$ cat src/rtl/ps_ddr_rd_ctrl.sv
// AXI4 read-burst controller. It turns a (byte address, byte length) request
// into a sequence of single-outstanding INCR bursts that never cross a 4 KB
// page, and forwards each returned 32-bit word as a registered rd_en/rd_data
// strobe.
module ps_ddr_rd_ctrl #(
  parameter int BURST_MAX = 16
) (
  input  logic        clk_ps,
  input  logic        rst_n,
  input  logic        rd_start,
  input  logic [31:0] rd_addr,
  input  logic [31:0] rd_length,
  output logic        rd_en,
  output logic [31:0] rd_data,
  output logic        rd_finish,
  output logic        busy,
  output logic [15:0] resp_err_cnt,
  output logic [31:0] m_axi_araddr,
  output logic [7:0]  m_axi_arlen,
  output logic [2:0]  m_axi_arsize,
  output logic [1:0]  m_axi_arburst,
  output logic        m_axi_arvalid,
  input  logic        m_axi_arready,
  input  logic [31:0] m_axi_rdata,
  input  logic [1:0]  m_axi_rresp,
  input  logic        m_axi_rlast,
  input  logic        m_axi_rvalid,
  output logic        m_axi_rready
);

  localparam logic [29:0] BMAX = 30'(BURST_MAX);

  typedef enum logic [1:0] {
    S_IDLE = 2'd0,
    S_ADDR = 2'd1,
    S_DATA = 2'd2,
    S_DONE = 2'd3
  } state_t;

  state_t      state_q, state_d;
  logic [31:0] addr_q, addr_d;          // next word address to request
  logic [29:0] words_q, words_d;        // words still to be requested
  logic [8:0]  beats_q, beats_d;        // beats in the burst in flight
  logic [8:0]  beat_cnt_q, beat_cnt_d;  // beats received in this burst
  logic [31:0] araddr_q, araddr_d;
  logic [7:0]  arlen_q, arlen_d;
  logic        rd_en_q, rd_en_d;
  logic [31:0] rd_data_q, rd_data_d;
  logic [15:0] err_cnt_q, err_cnt_d;

  logic        load_burst;
  logic [8:0]  burst_w_clamp;
  logic [10:0] burst_to_bnd;
  logic [8:0]  burst_beats;

  // Burst end is counted internally, and the low address/length bits are
  // defined as don't-care, so these inputs are deliberately left unread.
  logic unused_inputs;
  assign unused_inputs = &{1'b0, m_axi_rlast, rd_addr[1:0], rd_length[1:0]};

  // Next-state, datapath and burst sizing; burst size is taken from the
  // post-update address/count so it is valid on every entry into ADDR.
  always_comb begin
    state_d       = state_q;
    addr_d        = addr_q;
    words_d       = words_q;
    beats_d       = beats_q;
    beat_cnt_d    = beat_cnt_q;
    araddr_d      = araddr_q;
    arlen_d       = arlen_q;
    rd_en_d       = 1'b0;
    rd_data_d     = rd_data_q;
    err_cnt_d     = err_cnt_q;
    load_burst    = 1'b0;
    burst_w_clamp = 9'd0;
    burst_to_bnd  = 11'd0;
    burst_beats   = 9'd0;

    case (state_q)
      S_IDLE: begin
        if (rd_start) begin
          addr_d    = {rd_addr[31:2], 2'b00};
          words_d   = rd_length[31:2];
          err_cnt_d = 16'd0;
          if (rd_length[31:2] != 30'd0) begin
            state_d    = S_ADDR;
            load_burst = 1'b1;
          end else begin
            state_d = S_DONE;
          end
        end
      end
      S_ADDR: begin
        if (m_axi_arready) begin
          state_d    = S_DATA;
          beat_cnt_d = 9'd0;
        end
      end
      S_DATA: begin
        if (m_axi_rvalid) begin
          rd_en_d   = 1'b1;
          rd_data_d = m_axi_rdata;
          if ((m_axi_rresp != 2'b00) && (err_cnt_q != 16'hFFFF)) begin
            err_cnt_d = err_cnt_q + 16'd1;
          end
          if (beat_cnt_q == (beats_q - 9'd1)) begin
            addr_d  = addr_q + {21'd0, beats_q, 2'b00};
            words_d = words_q - {21'd0, beats_q};
            if (words_d != 30'd0) begin
              state_d    = S_ADDR;
              load_burst = 1'b1;
            end else begin
              state_d = S_DONE;
            end
          end else begin
            beat_cnt_d = beat_cnt_q + 9'd1;
          end
        end
      end
      S_DONE: begin
        state_d = S_IDLE;
      end
      default: begin
        state_d = S_IDLE;
      end
    endcase

    // min(remaining words, BURST_MAX, words left in the current 4 KB page)
    burst_w_clamp = (words_d > BMAX) ? BMAX[8:0] : words_d[8:0];
    burst_to_bnd  = 11'd1024 - {1'b0, addr_d[11:2]};
    burst_beats   = ({2'b00, burst_w_clamp} < burst_to_bnd) ? burst_w_clamp
                                                             : burst_to_bnd[8:0];
    if (load_burst) begin
      beats_d  = burst_beats;
      araddr_d = addr_d;
      arlen_d  = 8'(burst_beats - 9'd1);
    end
  end

  // State and datapath registers, cleared asynchronously.
  always_ff @(posedge clk_ps or negedge rst_n) begin
    if (!rst_n) begin
      state_q    <= S_IDLE;
      addr_q     <= 32'd0;
      words_q    <= 30'd0;
      beats_q    <= 9'd0;
      beat_cnt_q <= 9'd0;
      araddr_q   <= 32'd0;
      arlen_q    <= 8'd0;
      rd_en_q    <= 1'b0;
      rd_data_q  <= 32'd0;
      err_cnt_q  <= 16'd0;
    end else begin
      state_q    <= state_d;
      addr_q     <= addr_d;
      words_q    <= words_d;
      beats_q    <= beats_d;
      beat_cnt_q <= beat_cnt_d;
      araddr_q   <= araddr_d;
      arlen_q    <= arlen_d;
      rd_en_q    <= rd_en_d;
      rd_data_q  <= rd_data_d;
      err_cnt_q  <= err_cnt_d;
    end
  end

  assign rd_en         = rd_en_q;
  assign rd_data       = rd_data_q;
  assign rd_finish     = (state_q == S_DONE);
  assign busy          = (state_q != S_IDLE);
  assign resp_err_cnt  = err_cnt_q;
  assign m_axi_araddr  = araddr_q;
  assign m_axi_arlen   = arlen_q;
  assign m_axi_arsize  = 3'b010;
  assign m_axi_arburst = 2'b01;
  assign m_axi_arvalid = (state_q == S_ADDR);
  assign m_axi_rready  = (state_q == S_DATA);

endmodule

$ cat config.mk
export PLATFORM = sky130hd
export DESIGN_NAME = ps_ddr_rd_ctrl
export DESIGN_NICKNAME = d
export VERILOG_FILES = /design/src/rtl/ps_ddr_rd_ctrl.sv
export SDC_FILE = /design/constraint.sdc
export NUM_CORES = 1
export LEC_CHECK = 0
export ABC_CLOCK_PERIOD_IN_PS = 7000
export CAP_MARGIN = 20
export CORE_MARGIN = 2
export CORE_UTILIZATION = 48
export CTS_CLUSTER_SIZE = 20
export DETAILED_ROUTE_END_ITERATION = 8
export PLACE_DENSITY = 0.77
export RECOVER_POWER = 100
export SKIP_CTS_REPAIR_TIMING = 1
export SLEW_MARGIN = 20
export SYNTH_ARGS = -nofsm -noshare
export SYNTH_HDL_FRONTEND = slang
export SYNTH_SLANG_ARGS = --single-unit
export TNS_END_PERCENT = 10
$ cat constraint.sdc
create_clock -name clk_ps -period 7 [get_ports clk_ps]
set_input_delay 0.7 -clock clk_ps [delete_from_list [all_inputs] [get_ports clk_ps]]
set_output_delay 0.7 -clock clk_ps [all_outputs]
set_load 0.01 [all_outputs]
Word level (Yosys, flattened, before mapping)
Cells that the tools add are included.
{"block": "totals", "reg_bits": 171, "latch_bits": 0, "ram_bits": 0, "romBits": 0, "inputBits": 104, "out_inout_bits": 98, "word_cells": 75, "mem_count": 0}
{"block": "classes", "addsub": 7, "n_mul": 0, "div": 0, "order_cmp": 2, "n_eq_ne": 11, "n_shift": 0, "n_mux": 33, "n_bitwise": 0, "n_reduce_logical": 12}
{"operator": "2-to-1 mux 32 bit", "count": 3}
{"operator": "2-to-1 mux 30 bit", "count": 3}
{"operator": "one-hot mux 32 bit (2 select lines)", "count": 1}
{"operator": "one-hot mux 30 bit (2 select lines)", "count": 1}
{"operator": "nonzero test 30 bit", "count": 2}
{"operator": "2-to-1 mux 16 bit", "count": 3}
{"operator": "2-to-1 mux 9 bit", "count": 5}
{"operator": "adder 32 x 11 -> 32 bit", "count": 1}
{"operator": "one-hot mux 16 bit (2 select lines)", "count": 1}
{"operator": "> comparator 30 x 5 -> 1 bit (second input constant)", "count": 1}
{"operator": "subtractor 30 x 9 -> 30 bit", "count": 1}
{"operator": "one-hot mux 9 bit (2 select lines)", "count": 1}
{"operator": "adder 16 x 1 -> 16 bit (second input constant)", "count": 1}
{"operator": "!= test 16 bit (second input constant)", "count": 1}
{"operator": "2-to-1 mux 2 bit", "count": 6}
{"operator": "AND reduction 4 bit", "count": 3}
{"operator": "less-than comparator 9 x 11 -> 1 bit", "count": 1}
{"operator": "subtractor 11 x 10 -> 11 bit (first input constant)", "count": 1}
{"operator": "adder 9 x 1 -> 9 bit (second input constant)", "count": 1}
{"operator": "equality test 9 bit", "count": 1}
{"operator": "subtractor 9 x 1 -> 9 bit (second input constant)", "count": 1}
{"operator": "one-hot mux 2 bit (4 select lines)", "count": 1}
{"operator": "nonzero test 2 bit", "count": 4}
{"operator": "subtractor 8 x 1 -> 8 bit (second input constant)", "count": 1}
{"operator": "9 further kinds", "count": 20}

Depth between registers and ports, before layout
Gate-level depths: netlist of run 1.
{"block": "depth", "depth_word": 10, "depth_mapped": 29, "mapped_depth_nobuf": 28}

Least setup slack after synthesis of run 1
Ideal clock, no wire load.
{"block": "synth_timing", "kind": "register to register", "start": "register beats_q[1]", "end": "register arlen_q[4], in the netlist m_axi_arlen[4]", "setup_ns": 0.082, "t_arrival_ns": 6.900, "required_time_ns": 6.918, "path_slack_ns": 0.019, "stages_incl_launch_ff": 28, "synth_period_minus_slack_ns": 6.981, "path_cell_list": "dfrtp_1 > inv_1 > ha_1 > clkbuf_1 > xnor3_1 > nand3_1 > a2111oi_2 > o211a_2 > a21oi_1 > a221o_1 > or4b_4 > nor4_4 > nand3_1 > nor2_1 > inv_1 > ha_1 > a21o_1 > a21o_1 > a21oi_1 > o21ai_0 > a2111oi_0 > a211oi_4 > clkbuf_1 > a21oi_1 > ha_1 > inv_1 > or4_1 > a31oi_1"}
{"block": "synth_via", "elab_chain_len": 10, "word_cells_on_any_way": 21, "classes_between": "5 x add/sub; 2 x order compare; 1 x eq/ne; 12 x mux; 1 x reduce/logical"}
{"element": "start: declaration", "line": "43", "rtl": "logic [8:0] beats_q, beats_d;"}
{"element": "start signal: assignment", "line": "157", "rtl": "beats_q <= beats_d;"}
{"element": "subtractor 9 x 1 -> 9 bit", "line": "106", "rtl": "if (beat_cnt_q == (beats_q - 9'd1)) begin"}
{"element": "equality test 9 bit", "line": "106"}
{"element": "2-to-1 mux 30 bit *", "line": "106"}
{"element": "2-to-1 mux 30 bit *", "line": "100", "rtl": "if (m_axi_rvalid) begin"}
{"element": "one-hot mux 30 bit (2 select lines) *", "line": "79", "rtl": "case (state_q)"}
{"element": "via words_d[24]", "line": "42", "rtl": "logic [29:0] words_q, words_d;"}
{"element": "> comparator 30 x 5 -> 1 bit *", "line": "129", "rtl": "burst_w_clamp = (words_d > BMAX) ? BMAX[8:0] : words_d[8:0];"}
{"element": "2-to-1 mux 9 bit *", "line": "129"}
{"element": "less-than comparator 9 x 11 -> 1 bit", "line": "131", "rtl": "burst_beats = ({2'b00, burst_w_clamp} < burst_to_bnd) ? burst_w_clamp"}
{"element": "2-to-1 mux 9 bit *", "line": "131"}
{"element": "subtractor 8 x 1 -> 8 bit *", "line": "136", "rtl": "arlen_d = 8'(burst_beats - 9'd1);"}
{"element": "end signal: assignment", "line": "160", "rtl": "arlen_q <= arlen_d;"}
{"element": "end: declaration", "line": "46", "rtl": "logic [7:0] arlen_q, arlen_d;"}
Mark *: on every way through the listed nets, which the timed path passes. The rest lies on a longest branch.
A chain may end at the register's enable or synchronous reset.

Final worst setup path of run 1
{"block": "layout_timing", "start": "register beats_q[3]", "end": "register arlen_q[7], in the netlist m_axi_arlen[7]"}
The elaborated chain is that of the path after synthesis.

==> results.json, run 1 <==
{
  "status": "complete, but fails checks",
  "violations": "capacitance limit, slew limit",
  "finalSetupViolations": 0,
  "timing.max_cap.violations": 5,
  "gr-total-overflow": 0,
  "period_share_pct": 97.0,
  "routed_wirelength_mm": 36.1,
  "ys.flop_type": "dfrtp_1",
  "yosysWarnings": 0,
  "io_pins": 202,
  "detail_route.vias_per_cell": 6.05,
  "clk_latency_ns": 0.45,
  "antenna_found_initial": 0,
  "crit_end": "m_axi_arlen[7]",
  "rsz0062_at_grt": "no",
  "clk_pin_slew_ns": 0.08,
  "num_antenna_cells": 0,
  "dpl_worst_slack_ns": 0.0354,
  "dieHeight_um": 154,
  "initial_core_util_pct": 49.1,
  "cp.arrival_ns": 7.11,
  "syn_avg_cell_area_um2": 9.24,
  "period_minus_slack_ns": 6.79,
  "antenna_left": 0,
  "synthDistinctLibCells": 84,
  "core_mm2": 0.0220,
  "area_delta_synth_final_pct": 29.9,
  "power.density_mw_per_mm2": 465,
  "clock-sinks": 171,
  "firstDrtPassIters": 6,
  "place.gp.congestion": 1.00,
  "path_common_cell": "buf_4",
  "cts-root-buf": "clkbuf_16",
  "cts_tree": "built",
  "clock_skew_ns": 0.0150,
  "wire_per_inst_um": 21.3,
  "r2r-end": "m_axi_arlen[7]",
  "cpPeakStageDelay_ns": 0.59,
  "num_vias": 10300,
  "worstPathMaxFanout": 7,
  "maxSlewViolCount": 250,
  "critical-path-slowest-cell": "or4_1",
  "critical_path_required_ns": 7.32,
  "nNetsFinal": 1537,
  "drt_iter0_drc": 768,
  "timing.slew.headroom_pct": -111,
  "path_class": "flip-flop to flip-flop",
  "die_w_um": 154,
  "synthCells": 1168,
  "regToRegStartpoint": "beats_q[3]",
  "mostFrequentLayoutCells": "170 x dfrtp_1, 111 x nand2_1, 99 x clkdlybuf4s50_1",
  "synth_edf_count": 0,
  "grt_max_degree": 73,
  "holdWs_ns": 0.480,
  "rows": 54,
  "clk_path_buf_depth": 2,
  "hold_viol_final": 0,
  "min_path_type": "flip-flop to flip-flop",
  "cp-end-kind": "flip-flop",
  "grt_pass1_wl_mm": 56.4,
  "cts_buffers": 17,
  "worst_slack_ns": 0.213,
  "port_buffers": 191,
  "die-area_mm2": 0.0237,
  "fillerInstances": 1791,
  "crit_start": "beats_q[3]",
  "max_freq_mhz": 147,
  "hold_path_depth": 2,
  "final_common_cell": "dfrtp_1",
  "hpwlAfterDp_mm": 26.9,
  "seq_area_frac_synth_pct": 39.7,
  "final_layout_size_suffix_gt1_share_pct": 12.9,
  "async_reset_ff_share_pct": 100,
  "peakVddDrop_mv": 0.302,
  "grt_usage_pct": 30.6,
  "worst_setup_path_start_kind": "flip-flop",
  "synth.cell_area_mm2": 0.0108,
  "drc": 0,
  "tightest_slew_ns": 3.16,
  "ff2ff_setup_slack_ns": 0.21,
  "htreeDepth": 4,
  "ys_seq_elements": 171,
  "p_leak_uw": 0.00597,
  "reg2reg_depth": 25,
  "grt_pass1_vias": 10100
}
-- through the flow --
stage                     area, um^2  util, %  total power, uW  std cells  setup TNS [ns]
after global routing           14000     63.8             6960       1693               0
final                          14000     63.8             6520       1693               0
after CTS                      14000     63.9             6550       1692         -0.0224
after floorplan                10800        -             4020       1175               0
after detailed placement       13400     61.2             5550       1660               0
after global placement         13400     61.0             5460       1659               0
-- metal layers --
metal | GRT usage, % | routed length, um
met1 | 40.1 | 15000
met2 | 48.9 | 16800
met3 | 7.84 | 3010
met4 | 11.6 | 1300
met5 | 0 | 0
-- Yosys cell counts, drive strengths merged (20+ instances only) --
| master | count | area, um^2 |
|---|---|---|
| dfrtp | 171 | 4280 |
| nand2 | 111 | 417 |
| nor2 | 100 | 375 |
| o21ai | 64 | 320 |
| a21oi | 61 | 305 |
| mux2 | 61 | 687 |
| clkbuf | 52 | 195 |
| xnor2 | 38 | 333 |
| inv | 35 | 131 |
| nand3 | 33 | 165 |
| xor2 | 33 | 289 |
| ha | 31 | 388 |
| nor3 | 25 | 125 |
| nor4 | 24 | 171 |
| mux2i | 21 | 210 |
| or3 | 20 | 125 |
-- registers in the layout (all words and copies together), names as in the netlist --
| register | cells |
|---|---|
| state_q | 2 |
| words_q | 30 |
| m_axi_arlen | 8 |
| rd_en | 1 |
| beats_q | 9 |
| rd_data | 32 |
| resp_err_cnt | 16 |
| addr_q | 32 |
| beat_cnt_q | 9 |
| m_axi_araddr | 32 |
-- layout make-up --
class	instances	area [um^2]	share of cell area, %
multi-input cells	902	6220	44.4
flip-flops and latches	171	4280	30.5
repair buffers	271	2420	17.3
clock buffers	18	429	3.06
well taps	280	350	2.50
clock inverters	14	174	1.24
inverters	37	139	0.991
-- worst max-delay path: cells and delay by family (launching register included) --
family                     cells  cell delay (ns)
DFF                            1             0.38
AOI/OAI and AO/OA             11             2.33
muxes                          1             0.40
buffers and inverters          5             0.96
adders and majority gates      1             0.30
and+or+nand+nor                7             2.29
-- worst min-delay path by stage --
stage / from / endpoint / slack [ns]
finish: m_axi_arlen[6] / m_axi_arlen[6] / 0.48
global route: rd_data[29] / rd_data[29] / 0.51
CTS: rst_n / resp_err_cnt[4] / 0.23
detailed placement: addr_q[0] / addr_q[0] / 0.47
global placement: addr_q[0] / addr_q[0] / 0.46
floorplan: rst_n / addr_q[0] / 0.40
-- kinds of logic (layout without fill, tap and decap cells) --
group,Yosys count,after routing,synth area share (%)
compound gates,293,293,18.7
flops,171,171,39.7
mux,82,82,8.31
simple gates,413,413,19.5
buf+inv,102,340,3.80
xor+xnor,72,72,5.97
other cells,2,9,0.0696
fa+ha+maj,33,33,3.97
-- where the power goes --
part / switching (uW) / internal (uW) / total (uW)
clock network: 482 / 483 / 964
logic: 2120 / 1670 / 3790
registers: 372 / 1390 / 1770
total: 2980 / 3540 / 6520
No activity file was read; power rests on OpenSTA's default activity.
==> inputs of run 2 (changes only) <==
Settings changed: ABC_AREA set to 1, CELL_PAD_IN_SITES_DETAIL_PLACEMENT set to 1, CELL_PAD_IN_SITES_GLOBAL_PLACEMENT set to 2, CORE_UTILIZATION 48 to 27, CTS_CLUSTER_SIZE 20 to unset, PLACE_DENSITY 0.77 to unset, PLACE_DENSITY_LB_ADDON set to 0.1.
==> run 2 against run 1 <==
  * Cell count is 38% higher
  * Via count increased by 7.3%
  * Critical path depth grew 9
  * Combinational power grew 2%
  * Count of clock-buffer cells in the layout rose by 2
  * Maximum frequency up 10%
  * Non-clock buffer count fell by 58
  * Final area up 2.0%
  * The run still ends with capacitance limit, slew limit left
  * First-iteration DRC count is 45% lower
  * Highest routed layer unchanged
  * Synthesized area increased by 4.5%
==> results.json, run 2 <==
{
  "synthCells": 1602,
  "dieHeight_um": 208,
  "synth_top_area_share_pct": 38.0,
  "gr-total-overflow": 0,
  "peakVddDrop_mv": 0.211,
  "fin_cells": 2337,
  "clk_latency_ns": 0.47,
  "clk_path_buf_depth": 2,
  "synth_compound_area_share_pct": 11.8,
  "detail_route.vias_per_cell": 4.71,
  "p_clk_share_pct": 15.1,
  "p_int_uw": 3240,
  "rsz0062_at_grt": "no",
  "critical-path-slowest-cell": "dfrtp_1",
  "max_freq_mhz": 162,
  "yosysWarnings": 0,
  "clock_skew_ns": 0.0119,
  "fin_tns_setup_ns": 0,
  "area_delta_synth_final_pct": 26.8,
  "p_seq_share_pct": 26.0,
  "initial_core_util_pct": 27.5,
  "synth_area_leaders": "dfrtp_1 38%, nand2_1 17%, inv_1 6.9%",
  "ys_seq_elements": 171,
  "p_leak_uw": 0.00704,
  "finalSetupViolations": 0,
  "ys.flop_type": "dfrtp_1",
  "cts_buffers": 17,
  "synth.cell_area_mm2": 0.0113,
  "clk_pin_slew_ns": 0.08,
  "nNetsFinal": 1929,
  "hpwlAfterDp_mm": 32.4,
  "drt_iter0_drc": 421,
  "antenna_found_initial": 0,
  "core_mm2": 0.0410,
  "seq_area_frac_synth_pct": 38.0,
  "wire_per_inst_um": 18.2,
  "cts_tree": "built",
  "async_reset_ff_share_pct": 100,
  "grt_max_degree": 79,
  "switchingPower_uw": 3340,
  "firstDrtPassIters": 5,
  "path_class": "flip-flop to flip-flop",
  "fillerInstances": 5128,
  "num_vias": 11000,
  "dp.cells": 2304,
  "syn_avg_cell_area_um2": 7.04,
  "cp.arrival_ns": 6.51,
  "grt_pass1_wl_mm": 66.9,
  "cts-root-buf": "clkbuf_16",
  "min_path_type": "flip-flop to flip-flop",
  "antenna_left": 0,
  "die_w_um": 208,
  "num_antenna_cells": 0,
  "clock-sinks": 171,
  "period_minus_slack_ns": 6.16,
  "power.share.switching_pct": 50.8,
  "synth_xor_area_share_pct": 2.49,
  "port_buffers": 191,
  "tightest_slew_ns": 4.48,
  "comb_power_share_pct": 58.9,
  "cpPeakStageDelay_ns": 0.61,
  "status": "complete, but fails checks",
  "grt_pass1_vias": 11500,
  "path_common_cell": "nand2_1",
  "synthDistinctLibCells": 58,
  "final_layout_size_suffix_gt1_share_pct": 6.65,
  "synth_top_cells_by_count": "517 x nand2_1, 207 x inv_1, 171 x dfrtp_1",
  "power.density_mw_per_mm2": 461,
  "maxSlewViolCount": 199,
  "place.gp.congestion": 0.845,
  "period_share_pct": 88.0,
  "synthAdderAreaFrac_pct": 3.80,
  "synth_top_family_by_area": "simple AND/OR/NAND/NOR gates",
  "synth_edf_count": 0,
  "violations": "capacitance limit, slew limit",
  "timing.max_cap.violations": 4,
  "yosysMostFrequentCell": "nand2_1",
  "worstPathMaxFanout": 14,
  "critical_path_required_ns": 7.35,
  "timing.slew.headroom_pct": -199,
  "worst_setup_path_start_kind": "flip-flop",
  "io_pins": 202,
  "cp-end-kind": "flip-flop",
  "rows": 74,
  "yosys-mux-area-fraction_pct": 0.0888,
  "holdWs_ns": 0.463,
  "drc": 0,
  "routed_wirelength_mm": 42.6,
  "final_common_cell": "nand2_1",
  "mostFrequentLayoutCells": "523 x nand2_1, 213 x inv_1, 171 x dfrtp_1",
  "reg2reg_depth": 34,
  "yosysTopAreaCell": "dfrtp_1",
  "die-area_mm2": 0.0434,
  "synth_simple_gate_area_share_pct": 33.9,
  "hold_viol_final": 0,
  "grt_usage_pct": 20.0,
  "hold_path_depth": 2,
  "htreeDepth": 4
}
-- run 2: cell types whose count changed after synthesis, moves of 27 or more --
cell / delta
clkbuf_1: -30
inv_1: +172
mux2_2: -61
nand2_1: +406
nand2_2: +28
nand3_1: +56
nor2_1: +27
xnor2_1: -28
-- run 2: cell families (layout without fill, tap and decap cells) --
group,after synthesis,in the layout
AND/OR/NAND/NOR,867,867
buffers and inverters,279,475
AO/OA/AOI/OAI,217,217
flip-flops,171,171
adder cells (fa/ha/maj),33,33
XOR/XNOR,32,32
other,2,9
multiplexers,1,1
-- run 2: per-layer routing --
layer  part of all wire (%)  global-route usage [%]  vias up
li1                       -                       -     5490
met1                     48                    26.8     5364
met2                     48                    33.6      122
met3                    2.7                    3.26       23
met4                    1.0                    4.54        0
met5                      0                       0        -
-- run 2: path summary, 6_finish.rpt --
| path | startpoint | end | slack, ns |
|---|---|---|---|
| min in group asynchronous | rst_n | resp_err_cnt[8] | 1.83 |
| worst min-delay path | rd_data[30] | rd_data[30] | 0.46 |
| worst max-delay path | state_q[0] | m_axi_arlen[6] | 0.84 |
| worst min register to register | rd_data[30] | rd_data[30] | 0.46 |
| max in group asynchronous | rst_n | addr_q[4] | 1.86 |
| worst max register to register | state_q[0] | m_axi_arlen[6] | 0.84 |
-- run 2: worst max-delay path: cells and delay by family, from the launching register on --
kind                     cells  cell delay, ns
flip-flops                   1            0.61
buffers and inverters        6            1.26
AO/OA/AOI/OAI                4            0.46
AND/OR/NAND/NOR             22            3.13
adder cells (fa/ha/maj)      2            0.54
-- run 2: per-stage QoR --
stage / total power, uW / area, um^2 / setup slack (ns) / utilization (%)
after floorplan: 4230 / 11300 / 2.28 / -
after global placement: 5720 / 13800 / 1.12 / 33.6
after detailed placement: 5780 / 13800 / 0.944 / 33.6
after CTS: 6830 / 14400 / 1.02 / 35.1
after global routing: 7230 / 14300 / 0.306 / 34.8
final: 6580 / 14300 / 0.841 / 34.8
-- run 2: layout make-up --
cell class,instances,area (um^2),share of cell area [%]
clock buffer,20,437,3.06
clock inverter,12,141,0.989
inverter,230,863,6.04
multi-input combinational,1159,5880,41.1
sequential,171,4280,29.9
tap,532,666,4.66
timing repair buffer,213,2030,14.2
-- run 2: power groups by stage --
stage / clock (uW) / sequential [uW] / combinational, uW
finish: 992 / 1710 / 3880
global route: 1070 / 1770 / 4400
global placement: 0 / 1730 / 3990
detailed placement: 0 / 1740 / 4040
CTS: 1030 / 1730 / 4070
floorplan: 0 / 1720 / 2510
==> inputs of run 3 (changes only) <==
Settings changed: SLEW_MARGIN 20 to unset.
==> results of run 3 <==
The final DEF is identical to that of run 2; final timing and power are the same.
